**config.mk**
```make
export PLATFORM = sky130hd
export DESIGN_NAME = axi_read_arbiter
export DESIGN_NICKNAME = d
export VERILOG_FILES = /design/src/rtl/axi_read_arbiter.sv
export SDC_FILE = /design/constraint.sdc
export NUM_CORES = 1
export LEC_CHECK = 0
export CORE_MARGIN = 2
export CORE_UTILIZATION = 40
export CTS_BUF_LIST = sky130_fd_sc_hd__clkbuf_8
export CTS_CLUSTER_SIZE = 14
export DETAILED_ROUTE_END_ITERATION = 12
export DONT_BUFFER_PORTS = 1
export GPL_TIMING_DRIVEN = 0
export SLEW_MARGIN = 0
export SYNTH_ARGS = -nofsm -noshare
export SYNTH_HDL_FRONTEND = slang
export SYNTH_SLANG_ARGS = --single-unit
export TNS_END_PERCENT = 20
```
**constraint.sdc**
```tcl
create_clock -name clk -period 1.73 [get_ports clk]
set_input_delay 0.173 -clock clk [delete_from_list [all_inputs] [get_ports clk]]
set_output_delay 0.173 -clock clk [all_outputs]
set_load 0.05 [all_outputs]
```
**src/rtl/axi_read_arbiter.sv**
```systemverilog
// ----------------------------------------------------------------------------
// axi_read_arbiter
//
// Shares one AXI4 read channel (AR + R) between two requesters:
//   req 0 : ICache refill / uncached fetch
//   req 1 : DCache refill
// One burst is in flight at a time. Ties go to the requester named by a
// round-robin priority bit. The AR fields are captured into registers when the
// request is accepted, and R beats are steered back to the owner until the
// r_last handshake.
//
// Ports
//   clk, rst_n                  clock, asynchronous active-low reset
//   s_ar_valid/ready[1:0]       per-requester request / capture pulse
//   s_ar_addr/len/size[1:0]     per-requester burst description
//   s_r_valid[1:0], s_r_ready   per-requester beat handshake
//   s_r_data/last/resp          shared R payload, qualified by s_r_valid
//   m_ar_*                      AXI AR master side (registered fields)
//   m_r_*                       AXI R master side
// ----------------------------------------------------------------------------
module axi_read_arbiter #(
    parameter int ADDR_W = 32,
    parameter int DATA_W = 32,
    parameter int ID_W   = 4,
    parameter int LEN_W  = 8
) (
    input  logic                   clk,
    input  logic                   rst_n,
    // requester AR side
    input  logic [1:0]             s_ar_valid,
    output logic [1:0]             s_ar_ready,
    input  logic [1:0][ADDR_W-1:0] s_ar_addr,
    input  logic [1:0][LEN_W-1:0]  s_ar_len,
    input  logic [1:0][2:0]        s_ar_size,
    // requester R side
    output logic [1:0]             s_r_valid,
    input  logic [1:0]             s_r_ready,
    output logic [DATA_W-1:0]      s_r_data,
    output logic                   s_r_last,
    output logic [1:0]             s_r_resp,
    // AXI AR
    output logic                   m_ar_valid,
    input  logic                   m_ar_ready,
    output logic [ADDR_W-1:0]      m_ar_addr,
    output logic [LEN_W-1:0]       m_ar_len,
    output logic [2:0]             m_ar_size,
    output logic [ID_W-1:0]        m_ar_id,
    output logic [1:0]             m_ar_burst,
    // AXI R
    input  logic                   m_r_valid,
    output logic                   m_r_ready,
    input  logic [DATA_W-1:0]      m_r_data,
    input  logic                   m_r_last,
    input  logic [1:0]             m_r_resp
);

    typedef enum logic [1:0] {
        IDLE = 2'd0,
        ADDR = 2'd1,
        DATA = 2'd2
    } state_e;

    state_e            state_q, state_d;
    logic              owner_q, owner_d;
    logic              prio_q, prio_d;
    logic [ADDR_W-1:0] addr_q, addr_d;
    logic [LEN_W-1:0]  len_q, len_d;
    logic [2:0]        size_q, size_d;

    logic              win;
    logic              grant;
    logic              owner_ready;

    // Winner: a lone valid requester always wins; with both valid the
    // priority bit decides. Only meaningful while some request is valid.
    assign win = s_ar_valid[1] & (~s_ar_valid[0] | prio_q);

    // The owner's ready is the only R backpressure; nothing is buffered here.
    assign owner_ready = s_r_ready[owner_q];

    always_comb begin
        state_d    = state_q;
        owner_d    = owner_q;
        prio_d     = prio_q;
        addr_d     = addr_q;
        len_d      = len_q;
        size_d     = size_q;
        grant      = 1'b0;
        m_ar_valid = 1'b0;
        m_r_ready  = 1'b0;

        case (state_q)
            IDLE: begin
                if (|s_ar_valid) begin
                    grant   = 1'b1;
                    owner_d = win;
                    addr_d  = s_ar_addr[win];
                    len_d   = s_ar_len[win];
                    size_d  = s_ar_size[win];
                    state_d = ADDR;
                end
            end
            ADDR: begin
                m_ar_valid = 1'b1;
                if (m_ar_ready) begin
                    state_d = DATA;
                end
            end
            DATA: begin
                m_r_ready = owner_ready;
                // Completion depends only on the last-beat handshake; beats
                // are not counted and the response code is not inspected.
                if (m_r_valid && owner_ready && m_r_last) begin
                    state_d = IDLE;
                    prio_d  = ~owner_q;
                end
            end
            default: begin
                state_d = IDLE;
            end
        endcase
    end

    // Per-requester handshake steering. s_ar_ready is gated with rst_n so the
    // combinational grant path stays quiet while reset is held.
    generate
        for (genvar gi = 0; gi < 2; gi++) begin : g_req
            assign s_ar_ready[gi] = rst_n & grant & (win == 1'(gi));
            assign s_r_valid[gi]  = (state_q == DATA) & (owner_q == 1'(gi)) & m_r_valid;
        end
    endgenerate

    always_ff @(posedge clk or negedge rst_n) begin
        if (!rst_n) begin
            state_q <= IDLE;
            owner_q <= 1'b0;
            prio_q  <= 1'b0;
            addr_q  <= '0;
            len_q   <= '0;
            size_q  <= '0;
        end else begin
            state_q <= state_d;
            owner_q <= owner_d;
            prio_q  <= prio_d;
            addr_q  <= addr_d;
            len_q   <= len_d;
            size_q  <= size_d;
        end
    end

    assign m_ar_addr  = addr_q;
    assign m_ar_len   = len_q;
    assign m_ar_size  = size_q;
    assign m_ar_id    = ID_W'(owner_q);
    assign m_ar_burst = 2'b01;

    assign s_r_data   = m_r_data;
    assign s_r_last   = m_r_last;
    assign s_r_resp   = m_r_resp;

endmodule

```
# --- Word-level counts from Yosys, hierarchy flattened ---
# Index checks and enable logic that the tools add are counted.
word_totals:
  elab_cells: 48
  mem_bits_rw: 0
  latch_bits: 0
  mem_bits_ro: 0
  mem_count: 0
  register_bits: 47
  inputBits: 129
classes:
  div: 0
  eq_ne: 5
  bitwise_logic: 12
  n_shift: 0
  order_cmp: 2
  multipliers: 0
  add_sub_neg: 0
  n_reduce_logical: 7
  n_mux: 16
ops:
  columns: ["operator", "n"]
  rows:
  - ["2-to-1 mux 32 bit", 2]
  - ["2-to-1 mux 8 bit", 2]
  - ["bitwise AND 1 bit", 8]
  - ["2-to-1 mux 1 bit", 6]
  - ["2-to-1 mux 2 bit", 3]
  - ["2-to-1 mux 3 bit", 2]
  - ["!= test 2 bit (second input constant)", 3]
  - ["one-hot mux 2 bit (3 select lines)", 1]
  - ["< comparator 1 x 2 -> 1 bit (second input constant)", 2]
  - ["AND reduction 2 bit", 2]
  - ["inverter 1 bit", 3]
  - ["AND reduction 3 bit", 1]
  - ["equality test 2 x 1 -> 1 bit (second input constant)", 1]
  - ["equality test 2 bit (second input constant)", 1]
  - ["logical AND 1 bit", 2]
  - ["logical NOT 2 bit", 1]
  - ["OR reduction 2 bit", 1]
  - ["OR 1 bit", 1]

# --- Longest topological paths before layout ---
# Gate-level depths: netlist of run 1.
logic_depth:
  ltp_word: 6
  ltp_mapped: 7
  ltp_nobuf: 3

# --- Least setup slack after synthesis of run 1 ---
# Ideal clock, no wire load.
synth_timing:
  path_kind: "reg2out"
  startpoint: "register state_q[1]"
  endpoint: "output s_ar_ready[0]"
  t_arrival_ns: 2.027
  path_slack_ns: -0.470
  stages_incl_launch_ff: 5
  required_time_ns: 1.557
  n_path_buf: 1
  path_cell_list: "dfrtp_1 > nor2_1 > clkbuf_1 > nand2_1 > nor3b_1"
synth_between:
  elab_chain_cells: 4
synth_rtl:
  columns: ["item", "line", "source"]
  rows:
  - ["start, declared", "63", "state_e state_q, state_d;"]
  - ["start signal, assigned", "142", "state_q <= state_d;"]
  - ["logical NOT 2 bit", "92", "case (state_q)"]
  - ["2-to-1 mux 1 bit", "92", null]
  - ["bitwise AND 1 bit (2 in a row)", "128", "assign s_ar_ready[gi] = rst_n & grant & (win == 1'(gi));"]
  - ["end, declared", "31", "output logic [1:0] s_ar_ready,"]
# No other way between the ends.

# --- Worst setup path after layout of run 1 ---
layout_timing:
  startpoint: "register state_q[0]"
  endpoint: "output s_ar_ready[0]"
# Same word-level chain as after synthesis.

==> reports/metrics.yaml, run 1 <==
synth_area_leaders: "dfrtp_1 42%, buf_4 11%, o21ai_0 7.9%"
post-synth-top-area-fraction_pct: 42.08
cts_sinks: 47
cts_root_buf: "clkbuf_8"
ys_types: 24
slowest_stage: "nor3b_4"
io_buffers: 0
relSlewSlack_pct: 61.20
wl_per_cell_um: 19.17
routabilityCongestion: 0.7607
switching_share_pct: 59.20
path_clk_slew_ps: 90
setup_ws_ps: -29.16
cp.depth: 4
cts_tree: "yes"
synth_ff_type: "dfrtp_1"
final_hold_viol_count: 0
final_cell_mix: "47 x dfrtp_1, 46 x buf_4, 44 x o21ai_0"
worstPathMaxFanout: 4
synth_top_cell_by_area: "dfrtp_1"
boundaryPins: 219
cp.required_ps: 1560
area_delta_synth_final_pct: 12.76
ir_drop_mv: 0.6908
grt_antenna_before_repair: 1
period_share_pct: 101.7
p_int_mw: 2.793
drv_cap: 0
grt_max_degree: 48
slew_violations: 0
critPathLaunchType: "flip-flop"
path_cells: "nor2_2 > clkbuf_8 > nand2_4 > nor3b_4"
h-tree-depth: 2
status: "complete, but fails checks"
finalCriticalPeriod_ps: 1759
rsz0062_at_grt: "true"
die_h_um: 87.60
hp-class: "primary input to flip-flop"
finalClockSkew_ps: 11.00
drt_iter0_drc: 123
setup_violations: 1
hpwlAfterDp_um: 6011
grt_pass1_vias: 2374
reg2regPathDepth: 5
worstSetupEndpointType: "primary output"
power_frac_seq_pct: 56.4
grt_pass1_wl_um: 12140
die-area_um2: 7673
drive_above_1_share_pct: 23.89
overflow: 0
fp.dieW_um: 87.60
rows: 30
ys_ff_latch: 47
placed_cells: 419
ant_nets: 0
dr.pass1.iters: 4
fmax_ghz: 0.5685
diodes: 0
slowest_delay_ps: 510
p_leak_nw: 1.266
clock_latency_ps: 300
ys_async_sr_fraction_pct: 100.0
nets: 467
critical_path_buf_inv_count: 1
synth.avg_cell_area_um2: 8.735
crit_family: "simple AND/OR/NAND/NOR gates"
drc: 0
netlist_area_um2: 2795
yosys_warnings: 0
wl_um: 8340
p_sw_mw: 4.052
crit_type: "flip-flop to primary output"
cts_buffer_depth: 2
synth_edf_count: 0
final_cells: 435
via_per_inst: 5.841
min_delay_path_depth: 2
violations: "negative setup slack"
layout_commonest_cell: "dfrtp_1"
grt_usage_pct: 20.14
power_density_nw_per_um2: 2172
vias: 2541
start_util_pct: 41.14
pwr-share-comb_pct: 34.3
numCtsBuffers: 5
coreArea_um2: 6794
synthesis.instances: 320
tightest_slew_ps: 581.3
synth-seq-area-share_pct: 42.08
p_clk_share_pct: 9.4
finalSetupTns_ps: -29.16
cp_data_arrival_time_ps: 1590
-- timing repair --
item / in CTS / in global routing
resized for setup: 12 / 4
pin swaps: 2 / 2
hold buffers: 3 / 0
gates cloned: 0 / 0
setup endpoints to repair: 16 / 34
setup buffers: 3 / 2
hold endpoints to repair: 49 / 0
-- synth_stat cells (all sizes together), types with 3 or more instances --
cell type,number
nor2,4
inv,3
a21oi,43
dfrtp,47
clkbuf,26
nand3,43
a31oi,43
o21ai,44
buf,48
nand2b,3
-- per-stage QoR --
step | hold slack (ps) | utilization [%] | area (um2) | total power, mW | setup WS (ps)
floorplan | -122.6 | - | 2811 | 5.567 | -181.2
global placement | -121.6 | 43.15 | 2932 | 6.016 | -270.5
detailed placement | -121.9 | 43.22 | 2937 | 6.068 | -264.9
CTS | 27.54 | 46.02 | 3127 | 6.859 | -102.9
global route | 24.23 | 46.39 | 3152 | 7.216 | -88.63
finish | 31.43 | 46.39 | 3152 | 6.844 | -29.16
-- logic make-up after synthesis --
kind of cell / Yosys count / synth area share, %
buffers and inverters: 77 / 17.73
AOI/OAI and AO/OA: 132 / 28.07
DFF: 47 / 42.08
other: 2 / 0.2687
muxes: 2 / 0.7162
and+or+nand+nor: 60 / 11.15
-- path summary, 6_finish.rpt --
| path | startpoint | to | slack (ps) |
|---|---|---|---|
| worst min-delay path | s_ar_addr[28] | m_ar_addr[28]$_DFFE_PN0P_ | 30 |
| min in group asynchronous | rst_n | m_ar_addr[30]$_DFFE_PN0P_ | 370 |
| max in group asynchronous | rst_n | m_ar_addr[11]$_DFFE_PN0P_ | 1130 |
| worst max-delay path | state_q[0]$_DFFE_PN0P_ | s_ar_ready[0] | -30 |
| worst min register to register | prio_q$_DFFE_PN0P_ | prio_q$_DFFE_PN0P_ | 600 |
| worst max register to register | prio_q$_DFFE_PN0P_ | m_ar_size[0]$_DFFE_PN0P_ | 70 |
-- power by group through the flow --
| stage | registers (mW) | clock network (mW) | logic, mW |
|---|---|---|---|
| finish | 3.86 | 0.640 | 2.35 |
| global route | 3.93 | 0.703 | 2.58 |
| CTS | 3.87 | 0.656 | 2.33 |
| detailed placement | 3.89 | 0 | 2.18 |
| global placement | 3.88 | 0 | 2.14 |
| floorplan | 3.74 | 0 | 1.83 |
-- sequential cells by signal (all words and copies together), names as in the netlist --
signal	flops
m_ar_addr	32
m_ar_len	8
m_ar_size	3
state_q	2
owner_q	1
prio_q	1
-- layer usage --
metal	up-vias	global-route usage (%)	wire length [um]
li1	1147	-	-
met4	2	5.175	93
met5	-	0	13
met2	145	34.30	4416
met1	1236	25.16	3073
met3	11	5.749	743
-- final cells by class --
class / instances / area (um2)
tap: 96 / 120.1
timing repair buffer: 8 / 85.08
buffer: 74 / 496.7
inverter: 3 / 11.26
clock inverter: 3 / 12.51
sequential: 47 / 1176
fill: 676 / 3642
clock buffer: 5 / 68.82
multi-input combinational: 199 / 1181
Note: power is estimated with default switching activity, not from simulation.
==> run 2, diff against run 1 <==
--- a/config.mk
+++ b/config.mk
@@ -5,6 +5,7 @@
 export SDC_FILE = /design/constraint.sdc
 export NUM_CORES = 1
 export LEC_CHECK = 0
+export ABC_AREA = 1
 export CORE_MARGIN = 2
 export CORE_UTILIZATION = 40
 export CTS_BUF_LIST = sky130_fd_sc_hd__clkbuf_8
==> reports/metrics.yaml, run 2 <==
status: "completed"
synth.avg_cell_area_um2: 7.012  # -20%
yosys_warnings: 0  # unchanged
h-tree-depth: 2  # unchanged
grt_pass1_vias: 2493  # +5.0%
drv_cap: 0  # unchanged
die-area_um2: 8616  # +12%
start_util_pct: 41.05  # -0.094 points
post-synth-top-area-fraction_pct: 37.27  # -4.8 points
setup_violations: 0  # -1
relSlewSlack_pct: 35.87  # -25 points
synthMuxAreaShare_pct: 0  # -0.72 points
finalCriticalPeriod_ps: 1719  # -40.11 ps
largest_reg_flops: 32  # unchanged
slowest_stage: "nor2_1"
p_leak_nw: 2.103  # +66%
via_per_inst: 4.728  # -19%
grt_pass1_wl_um: 12040  # -0.86%
io_buffers: 0  # unchanged
diodes: 0  # unchanged
cp.required_ps: 1560  # about the same
rows: 32  # +6.7%
final_hold_viol_count: 0  # unchanged
nets: 593  # +27%
wl_um: 7712  # -7.5%
grt_antenna_before_repair: 0  # -1
dr.pass1.iters: 4  # unchanged
routabilityCongestion: 0.7547  # -0.79%
cts_sinks: 47  # unchanged
whs_ps: 79.62  # +48.19 ps
drt_iter0_drc: 70  # -43%
hpwlAfterDp_um: 5735  # -4.6%
drive_above_1_share_pct: 21.72  # -2.2 points
wl_per_cell_um: 13.60  # -29%
fp.dieW_um: 92.82  # +6.0%
period_share_pct: 99.37  # -2.3 points
worstPathMaxFanout: 3  # -1
synthesis.instances: 450  # +41%
fmax_ghz: 0.5817  # +2.3%
clock_latency_ps: 300  # about the same
cts_root_buf: "clkbuf_8"
critPathLaunchType: "flip-flop"
ys_async_sr_fraction_pct: 100.0  # unchanged
synth_top_cell_by_area: "dfrtp_1"
layout_commonest_cell: "nand2_1"
crit_family: "simple AND/OR/NAND/NOR gates"
ant_nets: 0  # unchanged
synth_area_leaders: "dfrtp_1 37%, nand2_1 14%, nand3_1 14%"
netlist_area_um2: 3156  # +13%
cts_buffer_depth: 2  # unchanged
power_density_nw_per_um2: 1968  # -9.4%
synth_compound_area_share_pct: 1.071  # -27 points
boundaryPins: 219  # unchanged
cts_tree: "yes"
area_delta_synth_final_pct: 11.86
path_clk_slew_ps: 90  # about the same
critical_path_buf_inv_count: 1  # unchanged
drc: 0  # unchanged
grt_usage_pct: 17.52  # -2.6 points
synth-simple-area-share_pct: 35.29  # +24 points
finalClockSkew_ps: 7.775  # -3.220 ps
hp-class: "primary input to flip-flop"
cp_data_arrival_time_ps: 1550  # -40 ps
synth_top_family_by_area: "simple AND/OR/NAND/NOR gates"
crit_type: "flip-flop to primary output"
fin_util_pct: 45.91  # -0.48 points
coreArea_um2: 7687  # +13%
final_cell_mix: "121 x nand2_1, 94 x inv_1, 87 x nand3_1"
yosys.area_share.xor_xnor_pct: 0  # unchanged
fillCellCount: 797  # +18%
setup_ws_ps: 10.95  # +40.11 ps
slew_violations: 0  # unchanged
yosysMostFrequentCell: "nand2_1"
synth_common_cells: "121 x nand2_1, 95 x inv_1, 87 x nand3_1"
finalSetupTns_ps: 0  # +29.16 ps
dp_slack_ps: -297.7  # -32.82 ps
synth_ff_type: "dfrtp_1"
synthAdderAreaFrac_pct: 0  # unchanged
rsz0062_at_grt: "true"
vias: 2681  # +5.5%
overflow: 0  # unchanged
ys_ff_latch: 47  # unchanged
numCtsBuffers: 5  # unchanged
ir_drop_mv: 0.7418  # +7.4%
worstSetupEndpointType: "primary output"
tightest_slew_ps: 958.4  # +377.1 ps
slowest_delay_ps: 730  # +220 ps
grt_max_degree: 48  # unchanged
die_h_um: 92.82  # +6.0%
synth-seq-area-share_pct: 37.27  # -4.8 points
ys_types: 22  # -8.3%
finalPower_mw: 6.947  # +1.5%
synth_edf_count: 0  # unchanged
path_cells: "inv_1 > nor2_1"
## run 2: cell types whose count changed after synthesis, moves of 3 or more
cell,change
a31oi_2,-10
nand2b_1,-3
o21ai_0,-43
inv_1,+92
clkbuf_1,-22
a31oi_1,-33
nand2_2,+20
nand2_1,+119
a21oi_1,-42
nand3_1,+44
buf_2,+8
## run 2: per-stage QoR
| stage | cells | area (um2) |
|---|---|---|
| 2_1_floorplan | 453 | 3172 |
| 6_report | 567 | 3530 |
| 4_1_cts | 566 | 3512 |
| 3_5_place_dp | 555 | 3299 |
| 5_1_grt | 567 | 3530 |
| 3_3_place_gp | 555 | 3299 |
## run 2: worst paths after layout
path                                        start                        end  slack (ps)  depth (start not counted)
max                        state_q[0]$_DFFE_PN0P_                 m_ar_valid          10                          2
min                                  s_ar_addr[2]   m_ar_addr[2]$_DFFE_PN0P_          80                          4
max reg2reg                state_q[0]$_DFFE_PN0P_     state_q[1]$_DFFE_PN0P_         190                          4
min reg2reg                    prio_q$_DFFE_PN0P_         prio_q$_DFFE_PN0P_         500                          2
max in group asynchronous                   rst_n  m_ar_addr[31]$_DFFE_PN0P_        1110                          2
min in group asynchronous                   rst_n   m_ar_addr[2]$_DFFE_PN0P_         410                          2
## run 2: cell type report
| type | instances | area, um2 | share of cell area (%) |
|---|---|---|---|
| flip-flops and latches | 47 | 1176 | 33.32 |
| multi-input cells | 249 | 1229 | 34.81 |
| clock inverters | 2 | 35.03 | 0.9926 |
| well taps | 102 | 127.6 | 3.616 |
| clock buffers | 6 | 82.58 | 2.340 |
| inverters | 95 | 356.6 | 10.10 |
| repair buffers | 4 | 55.05 | 1.560 |
| plain buffers | 62 | 467.9 | 13.26 |
## run 2: metal layers
layer  share of wire, %  up-vias  GRT usage, %
li1                   -     1318             -
met3                8.6        2         5.045
met4               0.44        0         3.676
met1                 41     1224         21.51
met2                 50      137         30.56
met5                  0        -             0
## run 2: power breakdown
group | internal [mW] | switching (mW) | total [mW]
Clock | 0.468 | 0.368 | 0.836
Sequential | 1.62 | 2.21 | 3.82
Combinational | 0.775 | 1.51 | 2.29
Total | 2.86 | 4.09 | 6.95
## run 2: cell families (layout without fill, tap and decap cells)
logic type / after synthesis / in the layout
other: 2 / 5
AND/OR/NAND/NOR: 240 / 240
AO/OA/AOI/OAI: 4 / 4
flip-flops: 47 / 47
buffers and inverters: 157 / 169
## run 2: worst reg2reg max path, stage by stage, from the launching register on
cell and delay [ps]:
dfrtp_1 430, inv_1 90, nor2_1 730, nand2_1 130
nand2_1 110
## run 2: repair_timing
action,CTS,global route
pin swaps,1,2
resized for setup,9,4
hold buffers,3,0
endpoints found under the hold margin,49,0
setup buffers,0,1
setup endpoints to repair,5,5
